===== src/rtl/rrf_commit.sv =====
`default_nettype none
// +----------------------------------------------------------------------------+
// | Module  : rrf_commit                                                       |
// | Purpose : Committed architectural-to-physical map (RRF), updated by ROB     |
// |           commits; superseded physical registers are queued for the free   |
// |           list. Optional macro RRF_COMMIT_BYPASS_EN makes rrf_copy show     |
// |           this cycle's commits combinationally.                            |
// | Revision: 1.0 - initial release                                            |
// +----------------------------------------------------------------------------+
module rrf_commit #(
  parameter int PROCESSOR_WIDTH = 2,
  parameter int ARCH_REGS       = 32,
  parameter int ARCH_WIDTH      = 5,
  parameter int PHYS_WIDTH      = 6,
  parameter int FREE_FIFO_DEPTH = 8
) (
  input  logic                                  clk,
  input  logic                                  rst,
  input  logic [PROCESSOR_WIDTH-1:0]            commit_valid,
  input  logic [PROCESSOR_WIDTH*ARCH_WIDTH-1:0] commit_arch_dst,
  input  logic [PROCESSOR_WIDTH*PHYS_WIDTH-1:0] commit_phys_dst,
  output logic                                  commit_ready,
  output logic                                  free_valid,
  output logic [PHYS_WIDTH-1:0]                 free_preg,
  input  logic                                  free_ready,
  output logic [ARCH_REGS*PHYS_WIDTH-1:0]       rrf_copy
);

  localparam int PTR_W = $clog2(FREE_FIFO_DEPTH);
  localparam int CNT_W = PTR_W + 1;
  localparam logic [CNT_W-1:0] READY_MAX = CNT_W'(FREE_FIFO_DEPTH - PROCESSOR_WIDTH);

  logic [PHYS_WIDTH-1:0] rrf_table  [ARCH_REGS];
  logic [PHYS_WIDTH-1:0] table_next [ARCH_REGS];
  logic [PHYS_WIDTH-1:0] fifo_mem   [FREE_FIFO_DEPTH];

  logic [ARCH_WIDTH-1:0] lane_arch  [PROCESSOR_WIDTH];
  logic [PHYS_WIDTH-1:0] lane_phys  [PROCESSOR_WIDTH];
  logic [PHYS_WIDTH-1:0] lane_stale [PROCESSOR_WIDTH];
  logic [PTR_W-1:0]      push_slot  [PROCESSOR_WIDTH];
  logic [PROCESSOR_WIDTH-1:0] push_en;

  logic [PTR_W-1:0] head;
  logic [PTR_W-1:0] tail;
  logic [CNT_W-1:0] count;
  logic [CNT_W-1:0] push_cnt;
  logic             pop;

  for (genvar i = 0; i < PROCESSOR_WIDTH; i++) begin : g_lane
    assign lane_arch[i] = commit_arch_dst[i*ARCH_WIDTH +: ARCH_WIDTH];
    assign lane_phys[i] = commit_phys_dst[i*PHYS_WIDTH +: PHYS_WIDTH];
  end

  // Lanes are applied oldest-first onto a working copy of the table, so each
  // lane reads the mapping left by any older same-destination lane as its
  // stale register, and the youngest lane's write is the one that survives.
  always_comb begin
    table_next = rrf_table;
    push_cnt   = '0;
    push_en    = '0;
    for (int i = 0; i < PROCESSOR_WIDTH; i++) begin
      push_slot[i]  = '0;
      lane_stale[i] = '0;
    end
    for (int i = 0; i < PROCESSOR_WIDTH; i++) begin
      if (commit_valid[i] && commit_ready && (lane_arch[i] != '0)) begin
        push_en[i]               = 1'b1;
        push_slot[i]             = tail + push_cnt[PTR_W-1:0];
        lane_stale[i]            = table_next[lane_arch[i]];
        table_next[lane_arch[i]] = lane_phys[i];
        push_cnt                 = push_cnt + 1'b1;
      end
    end
  end

  assign commit_ready = (count <= READY_MAX);
  assign free_valid   = (count != '0);
  assign free_preg    = free_valid ? fifo_mem[head] : '0;
  assign pop          = free_valid && free_ready;

  always_ff @(posedge clk) begin
    if (rst) begin
      for (int i = 0; i < ARCH_REGS; i++) begin
        rrf_table[i] <= PHYS_WIDTH'(i);
      end
      head  <= '0;
      tail  <= '0;
      count <= '0;
    end else begin
      rrf_table <= table_next;
      tail      <= tail + push_cnt[PTR_W-1:0];
      if (pop) begin
        head <= head + 1'b1;
      end
      count <= count + push_cnt - CNT_W'(pop);
    end
  end

  // Storage needs no reset: the occupancy count alone decides what is valid.
  always_ff @(posedge clk) begin
    for (int i = 0; i < PROCESSOR_WIDTH; i++) begin
      if (push_en[i]) begin
        fifo_mem[push_slot[i]] <= lane_stale[i];
      end
    end
  end

  for (genvar i = 0; i < ARCH_REGS; i++) begin : g_copy
`ifdef RRF_COMMIT_BYPASS_EN
    assign rrf_copy[i*PHYS_WIDTH +: PHYS_WIDTH] = table_next[i];
`else
    assign rrf_copy[i*PHYS_WIDTH +: PHYS_WIDTH] = rrf_table[i];
`endif
  end

endmodule
`default_nettype wire


===== config.mk =====
export PLATFORM = sky130hd
export DESIGN_NAME = rrf_commit
export DESIGN_NICKNAME = d
export VERILOG_FILES = /design/src/rtl/rrf_commit.sv
export SDC_FILE = /design/constraint.sdc
export NUM_CORES = 1
export LEC_CHECK = 0
export CAP_MARGIN = 20
export CORE_MARGIN = 8
export CORE_UTILIZATION = 25
export CTS_CLUSTER_SIZE = 25
export DETAILED_ROUTE_END_ITERATION = 16
export GPL_TIMING_DRIVEN = 0
export SLEW_MARGIN = 15
export SYNTH_ARGS = -nofsm -noshare
export SYNTH_HDL_FRONTEND = slang
export SYNTH_SLANG_ARGS = --single-unit

===== constraint.sdc =====
create_clock -name clk -period 10.36 [get_ports clk]
set_clock_uncertainty 0.05 [all_clocks]
set_input_delay 2.072 -clock clk [delete_from_list [all_inputs] [get_ports clk]]
set_output_delay 2.072 -clock clk [all_outputs]
set_load 0.02 [all_outputs]

==> results of run 1 <==
[cells in the mapped netlist (all sizes together) (14+ instances only)]
master / instances / area, um2
nor2: 236 / 886
mux2i: 183 / 1830
o22ai: 14 / 87.6
o41ai: 31 / 272
o211ai: 36 / 270
nor3: 25 / 125
inv: 25 / 93.8
o21ai: 104 / 521
edfxtp: 48 / 1440
clkbuf: 142 / 533
nand2b: 84 / 526
nand4: 36 / 246
nand3: 46 / 230
mux2: 33 / 375
mux4: 60 / 1350
buf: 45 / 239
nand2: 149 / 559
dfxtp: 205 / 4100
a211oi: 82 / 616
nor4: 34 / 418
a21oi: 41 / 205
a311oi: 16 / 140
[power by group]
group          leakage (nW)  total (mW)  switching (mW)  internal (mW)
Clock                 0.555        1.21           0.495          0.714
Sequential             2.11        1.13          0.0476           1.09
Combinational          4.87        1.06           0.724          0.337
Total                  7.53        3.40            1.27           2.14
[worst register-to-register path, cell delays in order, from the launching register on]
cell	delay, ps
dfxtp_1	310
inv_1	70
ha_1	200
a21boi_1	260
buf_2	350
buf_4	270
buf_2	310
nor2_1	1040
nand3_1	770
inv_1	380
ha_1	330
nand2b_1	120
o21ai_0	250
nand3_1	390
o21ai_0	550
[cell type report]
cell class                      count  area (um2)  share of cell area
Inverter                           28         105             0.00479
Clock inverter                     14         148             0.00673
Multi-Input combinational cell   1437       10700               0.487
Clock buffer                       46         976              0.0445
Timing Repair Buffer              253        2590               0.118
Sequential cell                   253        5550               0.253
Antenna cell                        6        15.0            0.000684
Buffer                            187         779              0.0355
Tap cell                          873        1090              0.0498
[kinds of logic (layout without fill, tap and decap cells)]
family                     count (synthesis)  after routing  share of synthesized area
adders and majority gates                 14             14                     0.0111
AOI/OAI and AO/OA                        437            437                      0.184
xor gates and xnor gates                   7              7                    0.00359
muxes                                    276            276                      0.209
buffers and inverters                    215            528                     0.0514
other                                      0              6                          0
and+or+nand+nor                          703            703                      0.216
DFF                                      253            253                      0.325
[worst max path at each step]
stage	to	slack, ps
after floorplan	fifo_mem[5][0]	5300
after CTS	count[2]	3490
after global placement	fifo_mem[4][2]	2910
after global routing	count[2]	3270
final	count[2]	3180
after detailed placement	count[2]	2950
[stage by stage]
step	area, um2	std cells
finish	21900	3097
global route	21900	3092
CTS	21900	3086
detailed placement	20700	3026
global placement	20400	3001
floorplan	17100	1905
[layout by cell type, fill, tap and decap left out, types with 12 or more instances in the layout]
cell             Yosys  final
a211oi_1            82     82
a21oi_1             41     41
a22o_1              12     12
a311oi_1            16     16
buf_2               26     30
buf_8                0     14
clkbuf_1           142    142
clkbuf_16            0     34
clkdlybuf4s50_1      0    223
dfxtp_1            205    205
edfxtp_1            48     48
ha_1                12     12
inv_1               24     24
mux2_2              31     31
mux2i_1            183    183
mux4_2              60     60
nand2_1            149    149
nand2b_1            84     84
nand3_1             46     46
nand4_1             34     34
nor2_1             236    233
nor2b_1             13     13
nor3_1              25     24
nor4_1              18     17
nor4_4              12     13
o211ai_1            36     36
o21ai_0             96     96
o22ai_1             14     14
o41ai_1             31     31
or2_2               12     12
[metal layers]
metal,up-vias,GRT usage,wire length [um]
li1,7790,-,-
met1,9473,0.362,45800
met2,1556,0.460,52200
met3,431,0.0872,13200
met4,8,0.184,8810
met5,-,0,57
[state kept, by name, summed over array words and instances, names as in the netlist, named ones only]
name,cells
rrf_copy,192
tail,3
fifo_mem,48
head,3
count,4
==> results.cfg, run 1 <==
[global_route]
grt_pass1_wl_mm = 161
overflow = 0
grt_max_degree = 13
grt_pass1_vias = 18700
antenna_found_initial = 7
track_usage = 0.298

[worst_setup_path]
r2r-end = fifo_mem[3][2]
slowest_delay_ps = 830
cp_data_required_time_ps = 10700
startpoint = commit_arch_dst[6]
rr_worst_depth = 14
start_kind = primary input
cp-end-kind = flop
worstPathArrival_ps = 7520
cp_top_family = buffers and inverters
cp.depth = 16
worst-path-buf-inv = 8
path_class = in -> reg
critPathMaxFanout = 10
path_cells = clkdlybuf4s50_1, or2_2, clkbuf_1, o2111ai_1, clkinv_1, clkbuf_1, clkbuf_1, ha_1, inv_1, ha_1, inv_1, ha_1, inv_1, fa_1, xor2_1, nor2_1
slowest_stage = clkbuf_1
r2r_start = count[3]
rrSetupSlack_ps = 4340

[floorplan]
initial_core_util = 0.253
die_area_um2 = 76900
die_w_um = 277
core_area_um2 = 67400
rows = 95
io_pins = 227
die_h_um = 277

[cts]
tritoncts = done
htree_levels = 2
path_clk_slew_ps = 60
cts.sinks = 253
clkLatencyLatePin_ps = 570
cts-root-buf = clkbuf_16
postCtsSetupRepairBufs = 0
cts_resized = 0
cts_made_buffers = 34
hold_buffers = 0
cts_buffer_depth = 3

[layout]
fin_nets = 2235
fin_util = 0.326
syn2layout_area_growth_pct = 28.6
fillers = 6927
drive_above_1_share = 0.120

[power]
total_power_mw = 3.40
leakagePower_nw = 7.53
cellPowerDensity_nw_per_um2 = 155
ir_worst_vdd_mv = 0.0890

[drt]
viasPerCell = 6.22
wl_per_cell_um = 38.8
vias = 19300
route.detailed.drc = 0
firstDrtPassIters = 8
wl_mm = 120
antenna_left = 0
drtIter0Drc = 2798

[yosys]
yosysWarnings = 0
seq_area_frac_synth = 0.325
synth-main-ff-cell = dfxtp_1
synth_edf_count = 48
synthesis.nets = 1946
ys_async_sr_fraction = 0
syn_area_per_cell_um2 = 8.96
synth_cells = 1905
netlist_area_um2 = 17100
yosysUniqueCellTypes = 86
ys_seq_elements = 253

[sta]
setup_tns_ps = 0
hold_viol = 0
slew_headroom = 0.133
worst_slew_pin_slew_ps = 1300
rsz0062_at_grt = no
hold_ws_ps = 441
fmax_mhz = 139
finalCriticalPeriod_ps = 7180
setup_ws_ps = 3180
fin_crit_sh = 0.693
slew_viol_final = 0
setup_violations = 0

[placement]
dp_slack_ps = 2950
gp_congestion = 1.04
numPortBuffers = 223
place_hpwl_mm = 93.5

[worst_hold_path]
min_path_cells = 1
hold_start = rrf_copy[0]
hold_end = rrf_copy[0]
min_path_type = reg -> reg

[job]
cap_violations = 0

[run_status]
status = completed
(Power assumes the default switching activity.)
==> run 2, diff against run 1 <==
- clock period: 10.36 -> 6.7 ns (I/O delays scaled with it)
==> results of run 2 <==
The final DEF is identical to that of run 1. Status: completed.
Among the figures that moved: setup slack after placement 2950 ps -> 20.0 ps; setup slack after layout 3180 ps -> 255 ps; register-to-register setup slack 4340 ps -> 680 ps; total power 3.40 mW -> 5.26 mW; worst IR drop on VDD 0.0890 mV -> 0.138 mV
